==> config.mk <==
export PLATFORM = sky130hd
export DESIGN_NAME = cv32e40p_xif_result_arbiter
export DESIGN_NICKNAME = d
export VERILOG_FILES = /design/src/rtl/cv32e40p_core_v_xif_pkg.sv /design/src/rtl/cv32e40p_xif_rr_arb.sv /design/src/rtl/cv32e40p_xif_result_arbiter.sv
export SDC_FILE = /design/constraint.sdc
export NUM_CORES = 1
export LEC_CHECK = 0
export CORE_MARGIN = 4
export CORE_UTILIZATION = 37
export CTS_CLUSTER_SIZE = 8
export DETAILED_ROUTE_END_ITERATION = 8
export PLACE_DENSITY = 0.87
export SYNTH_ARGS = -nofsm -noshare
export SYNTH_HDL_FRONTEND = slang
export SYNTH_SLANG_ARGS = --single-unit
==> constraint.sdc <==
create_clock -name clk -period 2 [get_ports clk]
set_clock_uncertainty 0.15 [all_clocks]
set_input_delay 0.2 -clock clk [delete_from_list [all_inputs] [get_ports clk]]
set_output_delay 0.2 -clock clk [all_outputs]
set_load 0.05 [all_outputs]
==> src/rtl/cv32e40p_core_v_xif_pkg.sv <==
// CORE-V-XIF shared types and constants used by the coprocessor-side
// interface logic of the core.
package cv32e40p_core_v_xif_pkg;

  localparam int unsigned X_ID_WIDTH     = 4;
  localparam int unsigned X_RFW_WIDTH    = 32;
  localparam int unsigned MAX_NUM_COPROC = 8;

  typedef struct packed {
    logic [X_ID_WIDTH-1:0]  id;
    logic [X_RFW_WIDTH-1:0] data;
    logic [4:0]             rd;
    logic                   we;
    logic                   float;
    logic                   exc;
    logic [5:0]             exccode;
  } x_result_t;

endpackage

==> src/rtl/cv32e40p_xif_rr_arb.sv <==
// Round-robin requester pick with a registered rotate pointer; the pointer
// moves past the winner only when a grant is actually issued.
module cv32e40p_xif_rr_arb #(
  parameter int unsigned NUM_COPROC = 2,
  parameter int unsigned IDX_W      = $clog2(NUM_COPROC)
) (
  input  logic                  clk,
  input  logic                  rst_n,
  input  logic [NUM_COPROC-1:0] req_i,
  input  logic                  en_i,
  output logic [NUM_COPROC-1:0] gnt_o,
  output logic [IDX_W-1:0]      gnt_idx_o,
  output logic                  any_o
);

  localparam logic [IDX_W-1:0] LAST_IDX = IDX_W'(NUM_COPROC - 1);

  logic [IDX_W-1:0] rr_ptr_q;
  logic [IDX_W-1:0] rr_ptr_d;
  logic [IDX_W-1:0] win_idx;
  logic [IDX_W-1:0] cand;
  logic             found;
  logic             fire;

  // Scan starting at the pointer; first requester seen wins.
  always_comb begin
    win_idx = rr_ptr_q;
    cand    = '0;
    found   = 1'b0;
    for (int unsigned k = 0; k < NUM_COPROC; k++) begin
      cand = IDX_W'((32'(rr_ptr_q) + k) % NUM_COPROC);
      if (!found && req_i[cand]) begin
        found   = 1'b1;
        win_idx = cand;
      end
    end
  end

  assign any_o     = |req_i;
  assign fire      = en_i & any_o;
  assign gnt_idx_o = win_idx;

  always_comb begin
    gnt_o = '0;
    if (fire) begin
      gnt_o[win_idx] = 1'b1;
    end
  end

  always_comb begin
    rr_ptr_d = rr_ptr_q;
    if (fire) begin
      rr_ptr_d = (win_idx == LAST_IDX) ? '0 : win_idx + 1'b1;
    end
  end

  always_ff @(posedge clk or negedge rst_n) begin
    if (!rst_n) begin
      rr_ptr_q <= '0;
    end else begin
      rr_ptr_q <= rr_ptr_d;
    end
  end

endmodule

==> src/rtl/cv32e40p_xif_result_arbiter.sv <==
// Shares the single XIF result channel among NUM_COPROC coprocessors through
// a round-robin pick into a one-entry output register.
module cv32e40p_xif_result_arbiter
  import cv32e40p_core_v_xif_pkg::*;
#(
  parameter int unsigned NUM_COPROC = 2,
  parameter int unsigned IDX_W      = $clog2(NUM_COPROC)
) (
  input  logic                             clk,
  input  logic                             rst_n,
  input  logic      [NUM_COPROC-1:0]       cpr_result_valid_i,
  output logic      [NUM_COPROC-1:0]       cpr_result_ready_o,
  input  x_result_t [NUM_COPROC-1:0]       cpr_result_i,
  output logic                             x_result_valid_o,
  input  logic                             x_result_ready_i,
  output x_result_t                        x_result_o,
  output logic      [IDX_W-1:0]            grant_idx_o
);

  logic             out_valid_q;
  logic             out_valid_d;
  x_result_t        out_data_q;
  x_result_t        out_data_d;
  logic [IDX_W-1:0] out_idx_q;
  logic [IDX_W-1:0] out_idx_d;

  logic             load_en;
  logic             any_valid;
  logic [IDX_W-1:0] win_idx;
  logic             fire;

  // Register is free when empty or when the core drains it this cycle.
  assign load_en = !out_valid_q | x_result_ready_i;
  assign fire    = load_en & any_valid;

  cv32e40p_xif_rr_arb #(
    .NUM_COPROC (NUM_COPROC),
    .IDX_W      (IDX_W)
  ) u_arb (
    .clk       (clk),
    .rst_n     (rst_n),
    .req_i     (cpr_result_valid_i),
    .en_i      (load_en),
    .gnt_o     (cpr_result_ready_o),
    .gnt_idx_o (win_idx),
    .any_o     (any_valid)
  );

  always_comb begin
    out_valid_d = out_valid_q;
    out_data_d  = out_data_q;
    out_idx_d   = out_idx_q;
    if (load_en) begin
      out_valid_d = any_valid;
    end
    if (fire) begin
      out_data_d = cpr_result_i[win_idx];
      out_idx_d  = win_idx;
    end
  end

  always_ff @(posedge clk or negedge rst_n) begin
    if (!rst_n) begin
      out_valid_q <= 1'b0;
      out_data_q  <= '0;
      out_idx_q   <= '0;
    end else begin
      out_valid_q <= out_valid_d;
      out_data_q  <= out_data_d;
      out_idx_q   <= out_idx_d;
    end
  end

  assign x_result_valid_o = out_valid_q;
  assign x_result_o       = out_data_q;
  assign grant_idx_o      = out_idx_q;

endmodule

==> flow_metrics.tcl, run 1 <==
set metrics [dict create \
    status "finished clean" \
    worstSetupStartpoint "x_result_valid_o$_DFFE_PN0P_" \
    cp.arrival_ns 1.57 \
    via_per_inst 5.55 \
    clkLatencyLatePin_ns 0.30 \
    numCtsBuffers 5 \
    num_antenna_cells 0 \
    path_cells "nor2b_4, a211oi_4, buf_12, buf_4" \
    placedInstanceArea_um2 4190 \
    antenna_left 0 \
    layout-drive-gt1-share_pct 8.12 \
    path_max_fanout 20 \
    min_period_ns 1.92 \
    worst-path-buf-inv 2 \
    grt_max_degree 40 \
    critical_path.top_delay_family "buffers and inverters" \
    ir_drop_uv 434 \
    finalNonFillerCells 471 \
    dr.pass1.iters 4 \
    r2r-start "x_result_valid_o$_DFFE_PN0P_" \
    cts_tree "built" \
    cp-end-kind "primary output" \
    min_path_type "input port to asynchronous set/reset pin" \
    postCtsSetupRepairBufs 0 \
    powerDensity_nw_per_um2 836 \
    syn_avg_cell_area_um2 10.5 \
    num_rows 29 \
    finalWirelength_um 8830 \
    ys_seq_elements 53 \
    multi_input_area_um2 1040 \
    p_leak_nw 1.79 \
    min_period_over_period_pct 96.1 \
    max_freq_mhz 520 \
    critical_path_class "register to primary output" \
    setup_viol 0 \
    yosysUniqueCellTypes 15 \
    crit_required_ns 1.65 \
    die_h_um 90.4 \
    fin_nets 498 \
    place_hpwl_um 6550 \
    dp.cells 461 \
    drt-initial-drc-count 116 \
    final_cell_area_um2 4310 \
    drc 0 \
    finalWeightedCongestion 0.754 \
    ys_seq_area_share_pct 52.8 \
    synth_fp_nets 345 \
    dieArea_um2 8160 \
    synth_cells 240 \
    grt_pass1_wl_um 13800 \
    routed-via-count 2615 \
    die_width_um 90.4 \
    total_power_mw 3.60 \
    antenna_found_initial 0 \
    worst_slew_pin_slew_ns 0.542 \
    overflow 0 \
    syn_area_um2 2510 \
    ios 159 \
    start_util_pct 38.9 \
    cts.path.max_buffers 2 \
    htreeDepth 2 \
    post_cts_resized 0 \
    holdWs_ns 0.162 \
    fillers 514 \
    area_delta_synth_final_pct 71.6 \
    io_buffers 158 \
    critPathMaxStageDelay_ns 0.40 \
    clk_pin_slew_ns 0.10 \
    startpoint_type "register" \
    grt_use_total_pct 20.7 \
    maxSlewViolCount 0 \
    clkSinkCount 53 \
    wire_per_inst_um 18.8 \
    yosysWarnings 0 \
    seqCellArea_um2 1330 \
    cap_violations 0 \
    hold_viol_final 0 \
    maxSlewHeadroom_pct 63.7 \
    slowest_stage "dfrtp_1" \
    post-route-util_pct 66.7 \
    grt_pass1_vias 2750 \
    core_area_um2 6460 \
    root_buffer "clkbuf_8" \
]
==> worst register-to-register path, cell delays in order (launching register included) <==
cell and delay, ns:
dfrtp_1 0.37, nor2b_4 0.22, buf_4 0.39, nor3_1 0.13, a221o_1 0.29
==> power by group <==
part	internal, mW	switching, mW
Combinational	0.677	0.981
Sequential	1.24	0.115
Clock	0.242	0.340
Total	2.16	1.44
==> metrics by stage <==
step / setup WS, ns / TNS (ns)
floorplan: 0.0701 / 0
global placement: 0.116 / 0
detailed placement: 0.0652 / 0
CTS: 0.0290 / 0
global route: -0.00980 / -0.00980
finish: 0.0775 / 0
==> layout make-up <==
type / instances / share of cell area [%]
Timing Repair Buffer: 174 / 40.8
Sequential cell: 53 / 30.8
Multi-Input combinational cell: 158 / 24.1
Tap cell: 77 / 2.24
Clock buffer: 5 / 1.60
Clock inverter: 3 / 0.407
Inverter: 1 / 0.0871
==> cell usage in the layout, fill, tap and decap left out <==
cell type	n
a211oi_4	1
a21o_1	2
a221o_1	50
buf_12	4
buf_2	2
buf_4	12
clkbuf_16	1
clkbuf_8	5
clkdlybuf4s50_1	154
clkinv_2	2
clkinvlp_4	1
dfrtp_1	53
dlygate4sd3_1	1
inv_1	1
nand2_1	50
nor2b_4	2
nor3_1	50
nor3b_2	1
o21bai_4	1
or3_1	1
==> synth_stat cells (all sizes together) <==
master / number / share of area (%)
buf: 18 / 5.1
dfrtp: 53 / 53
or3: 1 / 0.25
o21bai: 1 / 0.30
nand2: 50 / 7.5
clkbuf: 10 / 1.5
a21o: 2 / 0.60
nor3b: 1 / 0.30
a211oi: 1 / 0.80
nor2b: 2 / 0.80
inv: 1 / 0.15
nor3: 50 / 10
a221o: 50 / 20
==> timing repair <==
item | CTS | global route
hold endpoints to repair | 29 | 0
endpoints found under the setup margin | 0 | 1
hold buffers | 1 | 0
==> logic make-up (layout without fill, tap and decap cells) <==
family	Yosys count	in the layout	share of synthesized area [%]
AND/OR/NAND/NOR	104	104	18.8
flip-flops	53	53	52.8
buffers and inverters	29	183	6.73
AO/OA/AOI/OAI	54	54	21.6
==> path summary, 6_finish.rpt <==
kind	endpoint	slack, ns	cells past startpoint
worst max-delay path	cpr_result_ready_o[0]	0.08	4
worst min-delay path	x_result_o[30]$_DFFE_PN0N_	0.16	2
worst max register to register	x_result_o[13]$_DFFE_PN0N_	0.32	4
worst min register to register	grant_idx_o$_DFFE_PN0N_	0.33	1
max in group asynchronous	x_result_o[16]$_DFFE_PN0N_	0.90	3
min in group clk	x_result_valid_o$_DFFE_PN0P_	0.30	2
==> routing by layer <==
metal | global-route usage [%] | vias up | share of wire, %
met1 | 24.1 | 1276 | 39
met5 | 0 | - | 0
li1 | - | 1211 | -
met2 | 37.6 | 118 | 53
met3 | 5.75 | 10 | 6.6
met4 | 4.85 | 0 | 1.2
==> sequential cells by signal, indices dropped and copies added (netlist names) <==
name / count
grant_idx_o: 1
u_arb.rr_ptr_q: 1
x_result_o: 50
x_result_valid_o: 1
No activity file was read; power rests on OpenSTA's default activity.
==> inputs of run 2 (changes only) <==
--- a/config.mk
+++ b/config.mk
@@ -6,10 +6,12 @@
 export NUM_CORES = 1
 export LEC_CHECK = 0
 export CORE_MARGIN = 4
-export CORE_UTILIZATION = 37
+export CORE_UTILIZATION = 38
 export CTS_CLUSTER_SIZE = 8
 export DETAILED_ROUTE_END_ITERATION = 8
-export PLACE_DENSITY = 0.87
+export PLACE_DENSITY = 0.86
+export SETUP_SLACK_MARGIN = 0.05
 export SYNTH_ARGS = -nofsm -noshare
 export SYNTH_HDL_FRONTEND = slang
+export SYNTH_HIERARCHICAL = 1
 export SYNTH_SLANG_ARGS = --single-unit
==> flow_metrics.tcl, run 2 <==
set metrics [dict create \
    layout-drive-gt1-share_pct 8.97 \
    routed.top_layer "met4" \
    synth_largest_area_cell "dfrtp_1" \
    htreeDepth 2 \
    largest_reg_flops 50 \
    die_h_um 93.2 \
    min_path_type "input port to asynchronous set/reset pin" \
    synth_cells 243 \
    rsz0062_at_grt "no" \
    syn_avg_cell_area_um2 11.3 \
    slowest_stage "clkdlybuf4s50_1" \
    synth_edf_count 0 \
    worst_slew_pin_slew_ns 0.547 \
    wire_per_inst_um 16.0 \
    synth_compound_area_share_pct 22.7 \
    cp.arrival_ns 1.50 \
    final_cell_mix "154 x clkdlybuf4s50_1, 53 x dfrtp_1, 51 x a31oi_1" \
    postCtsSetupRepairBufs 0 \
    setup_viol 0 \
    yosysUniqueCellTypes 18 \
    clkLatencyLatePin_ns 0.30 \
    multi_input_area_um2 1190 \
    min_period_ns 1.85 \
    final.setup.tns_ns 0 \
    final_common_cell "clkdlybuf4s50_1" \
    startpoint_type "register" \
    critical_path.top_delay_family "buffers and inverters" \
    finalWeightedCongestion 0.711 \
    path_max_fanout 2 \
    yosys.area_share.simple_pct 1.23 \
    overflow 0 \
    wl_met3_um 552 \
    numCtsBuffers 5 \
    finalNonFillerCells 486 \
    cp-end-kind "primary output" \
    ios 159 \
    yosys-top-cells-area "dfrtp_1 48%, mux2i_1 18%, a31oi_1 12%, a21oi_1 7.6%, buf_12 3.6%" \
    drc 0 \
    worst-path-buf-inv 1 \
    syn_area_um2 2760 \
    clkSinkCount 53 \
    cap_violations 0 \
    yosysMostFrequentCell "dfrtp_1" \
    ys.flop_type "dfrtp_1" \
    antenna_found_initial 0 \
    status "finished clean" \
    fillers 584 \
    critical_path_class "register to primary output" \
    synth_top_area_share_pct 48.1 \
    fin_nets 495 \
    die_width_um 93.2 \
    clk_pin_slew_ns 0.09 \
    ys_seq_elements 53 \
    maxSlewViolCount 0 \
    met1_length_um 3080 \
    start_util_pct 39.9 \
    num_antenna_cells 0 \
    total_power_mw 3.93 \
    critPathMaxStageDelay_ns 0.84 \
    dieArea_um2 8680 \
    powerDensity_nw_per_um2 874 \
    crit_required_ns 1.65 \
    synthArstFlopShare_pct 100 \
    dr.pass1.iters 4 \
    grt_use_total_pct 17.3 \
    p_leak_nw 1.86 \
    cts.path.max_buffers 2 \
    yosysWarnings 6 \
    placedInstanceArea_um2 4380 \
    grt_pass1_vias 2533 \
    synthAdderAreaFrac_pct 0.408 \
    hold_viol_final 0 \
    synth_top_family_by_area "compound AO/OA/AOI/OAI gates" \
    via_per_inst 5.16 \
    ys_seq_area_share_pct 48.1 \
    rrSetupSlack_ns 0.31 \
    synthMuxAreaShare_pct 18.7 \
    final_cell_area_um2 4500 \
    maxSlewHeadroom_pct 63.4 \
    wl_met2_um 4050 \
    max_freq_mhz 540 \
    grt_pass1_wl_um 12100 \
    grt_max_degree 56 \
    core_area_um2 6910 \
    seqCellArea_um2 1330 \
    synth_xor_area_share_pct 0 \
    antenna_left 0 \
    root_buffer "clkbuf_8" \
    io_buffers 158 \
    dp.cells 478 \
    cts_tree "built" \
    area_delta_synth_final_pct 63.2 \
    routed-via-count 2507 \
    finalWirelength_um 7780 \
    path_cells "clkdlybuf4s50_1" \
    place_hpwl_um 5890 \
    ir_drop_uv 389 \
    drt-initial-drc-count 81 \
    min_period_over_period_pct 92.6 \
    num_rows 30 \
    synth_fp_nets 348 \
    synth_commonest_cells "53 x dfrtp_1, 51 x a31oi_1, 50 x mux2i_1" \
]
-- run 2: changes by cell type in the layout (fill, tap and decap cells not counted), sizes merged, moves of 2 or more --
cell,before,now
a21oi,0,52
a31oi,0,51
a221o,50,0
mux2i,0,50
nor3,50,0
nand2,50,2
buf,18,12
a21o,2,0
nand2b,0,2
nor2b,2,0
-- run 2: final cells by class --
type,count,area share (%)
Tap cell,96,2.67
Multi-Input combinational cell,161,26.5
Timing Repair Buffer,168,38.9
Inverter,1,0.0834
Sequential cell,53,29.5
Clock inverter,2,0.779
Clock buffer,5,1.53
-- run 2: power breakdown --
part	internal (mW)	switching (mW)	leakage, nW	total [mW]
logic	0.761	1.10	1.22	1.86
registers	1.26	0.115	0.585	1.37
clock network	0.364	0.336	0.0540	0.700
total	2.38	1.55	1.86	3.93
-- run 2: worst paths after layout --
kind / from / to / cells after the start
min in group clk: cpr_result_i[13] / x_result_o[13]$_DFFE_PN0P_ / 3
max: x_result_o[47]$_DFFE_PN0P_ / x_result_o[47] / 1
min reg2reg: grant_idx_o$_DFFE_PN0P_ / grant_idx_o$_DFFE_PN0P_ / 1
max reg2reg: u_arb/rr_ptr_q$_DFFE_PN0N_ / x_result_o[22]$_DFFE_PN0P_ / 4
min: rst_n / x_result_o[27]$_DFFE_PN0P_ / 2
max in group asynchronous: rst_n / u_arb/rr_ptr_q$_DFFE_PN0N_ / 3
-- run 2: cells by family after synthesis --
kind of cell / after synthesis
AND/OR/NAND/NOR: 5
adder cells (fa/ha/maj): 1
AO/OA/AOI/OAI: 104
buffers and inverters: 29
multiplexers: 51
flip-flops: 53
-- run 2: what timing repair did --
action	in CTS	in global routing
endpoints found under the hold margin	15	0
endpoints found under the setup margin	0	1
gates resized for setup	0	1
hold buffers	1	0
-- run 2: stage by stage --
step                      hold slack, ns  setup slack, ns  utilization [%]
after floorplan                   -0.246           0.0552                -
after global placement           -0.0191           0.0657             63.5
after detailed placement         -0.0106        -0.000201             63.5
after CTS                          0.193           0.0778             65.1
after global routing               0.215           0.0959             65.1
final                              0.191            0.147             65.1
-- run 2: layer usage --
layer	GRT usage (%)	up-vias
met5	0	-
met2	31.7	86
met4	3.79	0
met1	20.1	1198
met3	4.59	10
li1	-	1213
==> inputs of run 3 (changes only) <==
--- a/config.mk
+++ b/config.mk
@@ -10,6 +10,7 @@
 export CTS_CLUSTER_SIZE = 8
 export DETAILED_ROUTE_END_ITERATION = 8
 export PLACE_DENSITY = 0.86
+export REMOVE_ABC_BUFFERS = 1
 export SETUP_SLACK_MARGIN = 0.05
 export SYNTH_ARGS = -nofsm -noshare
 export SYNTH_HDL_FRONTEND = slang
==> flow_metrics.tcl, run 3 (same netlist as run 2, synthesis figures left out) <==
set metrics [dict create \
    status "finished clean" \
    clkSinkCount 53 \
    path_max_fanout 2 \
    area_delta_synth_final_pct 62.4 \
    final_cell_area_um2 4480 \
    grt_pass1_vias 2629 \
    startpoint_type "register" \
    rsz0062_at_grt "no" \
    overflow 0 \
    path_cells "clkdlybuf4s50_1" \
    place_hpwl_um 6040 \
    clk_pin_slew_ns 0.09 \
    min_period_ns 1.89 \
    rrSetupSlack_ns 0.37 \
    grt_pass1_wl_um 12600 \
    num_rows 30 \
    post_cts_resized 0 \
    fin_nets 497 \
    place_ws_ns 0.0366 \
    dieArea_um2 8680 \
    hold_buffers 1 \
    maxSlewViolCount 0 \
    root_buffer "clkbuf_8" \
    reg2regPathDepth 4 \
    setup_slack_ns 0.109 \
    io_buffers 158 \
    crit_cells 1 \
    postCtsSetupRepairBufs 0 \
    antenna_found_initial 0 \
    antenna_left 0 \
    final_cell_mix "155 x clkdlybuf4s50_1, 53 x dfrtp_1, 51 x a31oi_1" \
    numCtsBuffers 5 \
    finalWeightedCongestion 0.736 \
    hold_viol_final 0 \
    die_width_um 93.2 \
    cap_violations 0 \
    crit_required_ns 1.65 \
    cts.path.max_buffers 2 \
    critPathMaxStageDelay_ns 0.83 \
    start_util_pct 39.9 \
    ir_drop_uv 389 \
    layout-drive-gt1-share_pct 9.41 \
    finalNonFillerCells 489 \
    routed-via-count 2503 \
    finalWirelength_um 7840 \
    dp.cells 480 \
    grt_max_degree 51 \
    die_h_um 93.2 \
    ios 159 \
    worstSetupStartpoint "x_result_valid_o$_DFFE_PN0P_" \
    critical_path.top_delay_family "buffers and inverters" \
    drt-initial-drc-count 82 \
    p_leak_nw 1.85 \
    cp.arrival_ns 1.54 \
    core_area_um2 6910 \
    maxSlewHeadroom_pct 63.7 \
    r2r-start "u_arb/rr_ptr_q$_DFFE_PN0N_" \
    max_freq_mhz 529 \
    clkLatencyLatePin_ns 0.30 \
    grt_use_total_pct 18.0 \
    multi_input_area_um2 1190 \
    htreeDepth 2 \
    min_period_over_period_pct 94.6 \
    critical_path_class "register to primary output" \
    via_per_inst 5.12 \
    largest_reg_flops 50 \
    cp-end-kind "primary output" \
    worst-path-buf-inv 1 \
    placedInstanceArea_um2 4380 \
    dr.pass1.iters 4 \
    powerDensity_nw_per_um2 854 \
    final_common_cell "clkdlybuf4s50_1" \
    min_path_type "input port to asynchronous set/reset pin" \
    fillers 608 \
    num_antenna_cells 0 \
    wire_per_inst_um 16.0 \
    worst_slew_pin_slew_ns 0.543 \
    cts_tree "built" \
    drc 0 \
    seqCellArea_um2 1330 \
    slowest_stage "clkdlybuf4s50_1" \
    setup_viol 0 \
]
-- run 3: layout make-up --
class	instances	area share, %
Clock buffer	5	1.54
Clock inverter	3	0.391
Inverter	1	0.0838
Multi-Input combinational cell	161	26.6
Sequential cell	53	29.6
Tap cell	96	2.68
Timing Repair Buffer	170	39.1
-- run 3: worst register-to-register path: cells and delay by family (launching register included) --
family | cells | cell delay (ns)
muxes | 1 | 0.22
DFF | 1 | 0.44
buffers and inverters | 1 | 0.19
AOI/OAI and AO/OA | 1 | 0.11
adders and majority gates | 1 | 0.38
-- run 3: report_power, final --
| group | internal, mW | switching (mW) |
|---|---|---|
| combinational | 0.761 | 1.10 |
| clock | 0.242 | 0.345 |
| sequential | 1.26 | 0.117 |
| total | 2.26 | 1.56 |
-- run 3: path summary, 6_finish.rpt --
| path | to |
|---|---|
| min | x_result_o[16]$_DFFE_PN0P_ |
| min reg2reg | grant_idx_o$_DFFE_PN0P_ |
| max reg2reg | x_result_o[6]$_DFFE_PN0P_ |
| max in group asynchronous | x_result_o[9]$_DFFE_PN0P_ |
| min in group clk | x_result_o[0]$_DFFE_PN0P_ |
| max | x_result_valid_o |
-- run 3: per-layer routing --
layer	track usage, %	vias up	wire length [µm]	part of all wire, %
li1	-	1212	-	-
met1	21.0	1173	2990	38
met2	32.3	106	4090	52
met3	5.15	12	639	8.2
met4	4.52	0	121	1.5
met5	0	-	0	0
-- run 3: metrics by stage --
step                utilization (%)  power [mW]  TNS, ns  hold slack, ns
floorplan                         -        2.48    -6.37          -0.246
global placement               63.4        3.23        0         -0.0161
detailed placement             63.4        3.27        0         -0.0154
CTS                            64.8        3.86        0           0.183
global route                   64.8        4.02        0           0.208
finish                         64.8        3.82        0           0.201
